[src/rtl/descriptor_input_receiver_pkg.sv]
// descriptor_input_receiver_pkg: shared descriptor layout and receive FSM encodings
package descriptor_input_receiver_pkg;
    localparam int DESC_DW = 40;
    localparam int TSNTAG_MSB = 39;
    localparam int TSNTAG_LSB = 9;
    localparam int BUFID_MSB = 8;
    localparam int BUFID_LSB = 0;
    localparam logic [0:0] RX_IDLE = 1'b0;
    localparam logic [0:0] RX_ACK = 1'b1;
endpackage

[src/rtl/descriptor_input_receiver_fifo.sv]
// desc_sync_fifo: first-word-fall-through synchronous FIFO with occupancy, full and empty
module desc_sync_fifo #(
    parameter int DEPTH = 16,
    parameter int AW = 4,
    parameter int DW = 40
) (
    input  logic          i_clk,
    input  logic          i_rst,
    input  logic          i_wr,
    input  logic [DW-1:0] iv_data,
    input  logic          i_rd,
    output logic [DW-1:0] ov_head,
    output logic [AW:0]   ov_usedw,
    output logic          o_full,
    output logic          o_empty
);
    logic [DW-1:0] mem [DEPTH];
    logic [AW-1:0] wptr, rptr;
    logic wr_en, rd_en;
    assign o_full = ov_usedw == (AW+1)'(DEPTH);
    assign o_empty = ov_usedw == '0;
    assign wr_en = i_wr & ~o_full;
    assign rd_en = i_rd & ~o_empty;
    assign ov_head = o_empty ? '0 : mem[rptr];
    // pointers wrap naturally at DEPTH; a simultaneous write and pop leaves occupancy unchanged
    always_ff @(posedge i_clk) begin
        if (i_rst) begin
            wptr <= '0;
            rptr <= '0;
            ov_usedw <= '0;
        end else begin
            if (wr_en) wptr <= wptr + 1'b1;
            if (rd_en) rptr <= rptr + 1'b1;
            ov_usedw <= ov_usedw + {{AW{1'b0}}, wr_en} - {{AW{1'b0}}, rd_en};
        end
    end
    // storage is not reset; empty gating hides stale contents
    always_ff @(posedge i_clk) begin
        if (wr_en) mem[wptr] <= iv_data;
    end
endmodule

[src/rtl/descriptor_input_receiver.sv]
// descriptor_input_receiver: write/ack descriptor capture into a FWFT queue with statistics
module descriptor_input_receiver
    import descriptor_input_receiver_pkg::*;
#(
    parameter int DEPTH = 16,
    parameter int AW = 4,
    parameter int DW = DESC_DW,
    parameter int CW = 16
) (
    input  logic          i_clk,
    input  logic          i_rst,
    input  logic [DW-1:0] iv_descriptor,
    input  logic          i_descriptor_wr,
    output logic          o_descriptor_ack,
    output logic [DW-1:0] ov_head_descriptor,
    output logic          o_fifo_empty,
    input  logic          i_head_rd,
    output logic [AW:0]   ov_fifo_usedw,
    output logic          o_fifo_full,
    output logic [CW-1:0] ov_rx_cnt,
    output logic [CW-1:0] ov_pop_cnt
);
    logic [0:0] state;
    logic fifo_wr, pop;
    assign fifo_wr = (state == RX_IDLE) & i_descriptor_wr & ~o_fifo_full;
    assign pop = i_head_rd & ~o_fifo_empty;
    assign o_descriptor_ack = state == RX_ACK;

    desc_sync_fifo #(.DEPTH(DEPTH), .AW(AW), .DW(DW)) u_fifo (
        .i_clk(i_clk),
        .i_rst(i_rst),
        .i_wr(fifo_wr),
        .iv_data(iv_descriptor),
        .i_rd(i_head_rd),
        .ov_head(ov_head_descriptor),
        .ov_usedw(ov_fifo_usedw),
        .o_full(o_fifo_full),
        .o_empty(o_fifo_empty)
    );

    // accept in idle then spend exactly one cycle acking while the sender's stale wr is ignored
    always_ff @(posedge i_clk) begin
        if (i_rst) begin
            state <= RX_IDLE;
            ov_rx_cnt <= '0;
            ov_pop_cnt <= '0;
        end else begin
            state <= fifo_wr ? RX_ACK : RX_IDLE;
            ov_rx_cnt <= ov_rx_cnt + {{(CW-1){1'b0}}, fifo_wr};
            ov_pop_cnt <= ov_pop_cnt + {{(CW-1){1'b0}}, pop};
        end
    end
endmodule

[config.mk]
export PLATFORM = sky130hd
export DESIGN_NAME = descriptor_input_receiver
export DESIGN_NICKNAME = d
export VERILOG_FILES = /design/src/rtl/descriptor_input_receiver_pkg.sv /design/src/rtl/descriptor_input_receiver_fifo.sv /design/src/rtl/descriptor_input_receiver.sv
export SDC_FILE = /design/constraint.sdc
export NUM_CORES = 1
export LEC_CHECK = 0
export BUFFER_PORTS_ARGS = -buffer_cell sky130_fd_sc_hd__buf_2
export CAP_MARGIN = 20
export CORE_ASPECT_RATIO = 1.4
export CORE_UTILIZATION = 61
export DETAILED_ROUTE_END_ITERATION = 7
export GPL_TIMING_DRIVEN = 0
export MAX_ROUTING_LAYER = met4
export PLACE_DENSITY = 0.79
export SLEW_MARGIN = 0
export SYNTH_ARGS = -nofsm -noshare
export SYNTH_HDL_FRONTEND = slang
export SYNTH_SLANG_ARGS = --single-unit
[constraint.sdc]
create_clock -name i_clk -period 5.66 [get_ports i_clk]
set_input_delay 1.132 -clock i_clk [delete_from_list [all_inputs] [get_ports i_clk]]
set_output_delay 1.132 -clock i_clk [all_outputs]
set_load 0.005 [all_outputs]
==> results.md <==
* Initial antenna violation count at 4
* Final setup fails at 0
* Lkg Pwr at 9.86 nW
* CTS Hold Buffers Added at 0
* DRT Wirelength at 60,700 µm
* DRT Pass-1 Iters at 5
* Vias in the first global route at 14,300
* Max_slew headroom at 0.283
* Unique masters post-synth at 39
* Placement Rows at 89
* Synth Instances at 1,252
* DR WL/cell at 29.3 µm
* Post-Syn Area at 0.0264 mm²
* I/O Buffers at 122
* Setup TNS Final at 0 ns
* Fin nets at 1,533
* Post-detail-place hpwl at 37,500 µm
* CTS max path bufs at 3
* # IOs at 124
* H-tree depth at 2
* R2r worst-path depth at 11
* Via count at 13,700
* Data arrival, critical path at 3.56 ns
* Clock power frac at 0.318
* Post-synth EDFFs at 640
* Post-Layout Inst Area at 0.0304 mm²
* Worst-path fanout max at 10
* CTS buffer count at 60
* Chip height at 248 µm
* TritonCTS Sinks at 690
* Max Clk Rate at 213 MHz
* Power Density at 397 mW/mm²
* CTS tree: done
* Via density at 6.61
* Peak supply drop at 0.264 mV
* Cells on Worst Hold Path at 2
* Post-route ant nets at 0
* Syn Nets at 1,311
* Outcome: finished, final reports clean
* P_int at 8.94 mW
* Worst endpoint required time at 4.53 ns
* Sequential Power Share at 0.480
* Fin crit period at 4.69 ns
* Fin. max-slew vios at 0
* Initial DRC count at 1,534
* Commonest non-fill, non-tap cell in the layout: edfxtp_1
* Layout cells sized above 1 at 0.295
* GRT Total Usage at 0.291
* Clk_lat worst skew at 0.61 ns
* Post-Syn Area per Cell at 21.1 µm²
* Final Hold Vio Count at 0
* Clock root buffer: clkbuf_16
* Largest net degree at the start of global routing at 26
* Fillers at 2,394
* Initial core utilization at 0.623
* Slew @ Worst Pin at 1.07 ns
* Layout Skew at 0.0177 ns
* Core area at 0.0424 mm²
* Post-DP Area at 0.0286 mm²
* Max-Cap Viols at 0
* Post-synth ARST share at 0
* DIE AREA at 0.0442 mm²
* Post-CTS Resized at 0
* Post-CTS Setup Repair Bufs at 0
* Seq/Total Area, Yosys at 0.765
* Gr ovfl total at 0
* Crit path kind: reg2out
* Hold Crit Class: reg2reg
* Comb pwr share at 0.202
* RePlAce Congestion at 0.785
* Final period utilization at 0.829
* Area grow syn2layout at 15.0%
* DRC viols at 0
* CP Capture Type: primary output
* First-pass GRT wire length at 88,900 µm
* Net Sw Frac at 0.260
* Clock-pin slew on the worst setup and hold paths at 0.07 ns
* Synthesized flop and latch total at 690
* Syn. warnings at 0
* Commonest cells after routing, fill and taps aside: 640 x edfxtp_1, 160 x mux4_2, 144 x buf_2, 61 x clkbuf_16, 58 x clkbuf_1
* Crit path launch type: flip-flop
* RSZ-0062 raised after global routing: no
* Main flop type after synthesis: edfxtp_1
* Switch Pwr at 3.14 mW
* Die X at 178 µm
==> power by group through the flow <==
stage	combinational, mW	clock, mW	sequential (mW)
2_1_floorplan	1.52	0	5.90
3_3_place_gp	2.28	0	5.92
3_5_place_dp	2.40	0	5.90
4_1_cts	2.45	3.87	5.80
5_1_grt	2.59	4.06	5.81
6_report	2.44	3.84	5.80
==> layout make-up <==
class	instances	area, µm²	area share
clock buffers	87	1650	0.0544
diodes	4	10.0	0.000329
well taps	546	683	0.0225
inverters	12	45.0	0.00148
repair buffers	160	1360	0.0447
flip-flops and latches	690	20200	0.665
plain buffers	68	304	0.0100
multi-input cells	482	5980	0.197
clock inverters	23	154	0.00506
==> metal layers <==
| metal | vias up | global-route usage | share of wire |
|---|---|---|---|
| met4 | 0 | 0.117 | 0.033 |
| met5 | - | - | 0 |
| met1 | 7099 | 0.367 | 0.37 |
| met2 | 796 | 0.475 | 0.52 |
| li1 | 5635 | - | - |
| met3 | 172 | 0.0513 | 0.083 |
==> per-stage QoR <==
stage	hold WS, ns	total power, mW	setup slack [ns]	util	cells
2_1_floorplan	0.471	7.42	0.585	-	1252
3_3_place_gp	0.470	8.20	-2.48	0.654	1920
3_5_place_dp	0.483	8.31	1.46	0.673	1956
4_1_cts	0.496	12.1	0.934	0.716	2066
5_1_grt	0.522	12.5	0.838	0.717	2072
6_report	0.497	12.1	0.969	0.717	2072
==> cell usage after synthesis, types with 10 or more instances <==
master	instances	share of area
a221o_1	40	0.015
buf_2	22	0.0042
clkbuf_1	35	0.0050
dfxtp_1	50	0.038
edfxtp_1	640	0.73
ha_1	14	0.0066
inv_1	12	0.0017
mux2i_1	40	0.015
mux4_2	160	0.14
nand2_1	15	0.0021
nand3_1	22	0.0042
nor2_1	51	0.0072
nor2b_1	12	0.0028
nor3_1	46	0.0087
xnor2_1	10	0.0033
xor2_1	18	0.0060
==> worst paths after layout <==
path,start,endpoint,slack (ns)
worst max-delay path,flip-flop,ov_head_descriptor[38],0.97
worst min-delay path,ov_rx_cnt[14],ov_rx_cnt[14],0.50
worst max register to register,u_fifo.ov_usedw[2],u_fifo.mem[0][24],2.04
worst min register to register,ov_rx_cnt[14],ov_rx_cnt[14],0.50
==> flip-flops by register name (all words and copies together), names as in the netlist, named ones only <==
name              cells
u_fifo.mem          640
u_fifo.ov_usedw       5
o_descriptor_ack      1
ov_rx_cnt            16
u_fifo.wptr           4
u_fifo.rptr           4
ov_pop_cnt           16
==> worst max-delay path, stage by stage, from the launching register on <==
cell,delay (ns)
dfxtp_1,0.34
clkbuf_1,0.33
clkbuf_1,0.52
buf_1,0.73
mux4_2,0.43
a221o_1,0.43
buf_2,0.16
==> cells by family after synthesis <==
logic type | synth area share
AOI/OAI and AO/OA | 0.0186
xor gates and xnor gates | 0.00928
adders and majority gates | 0.00738
buffers and inverters | 0.0132
DFF | 0.765
muxes | 0.153
and+or+nand+nor | 0.0335
Note: power is estimated with default switching activity, not from simulation.
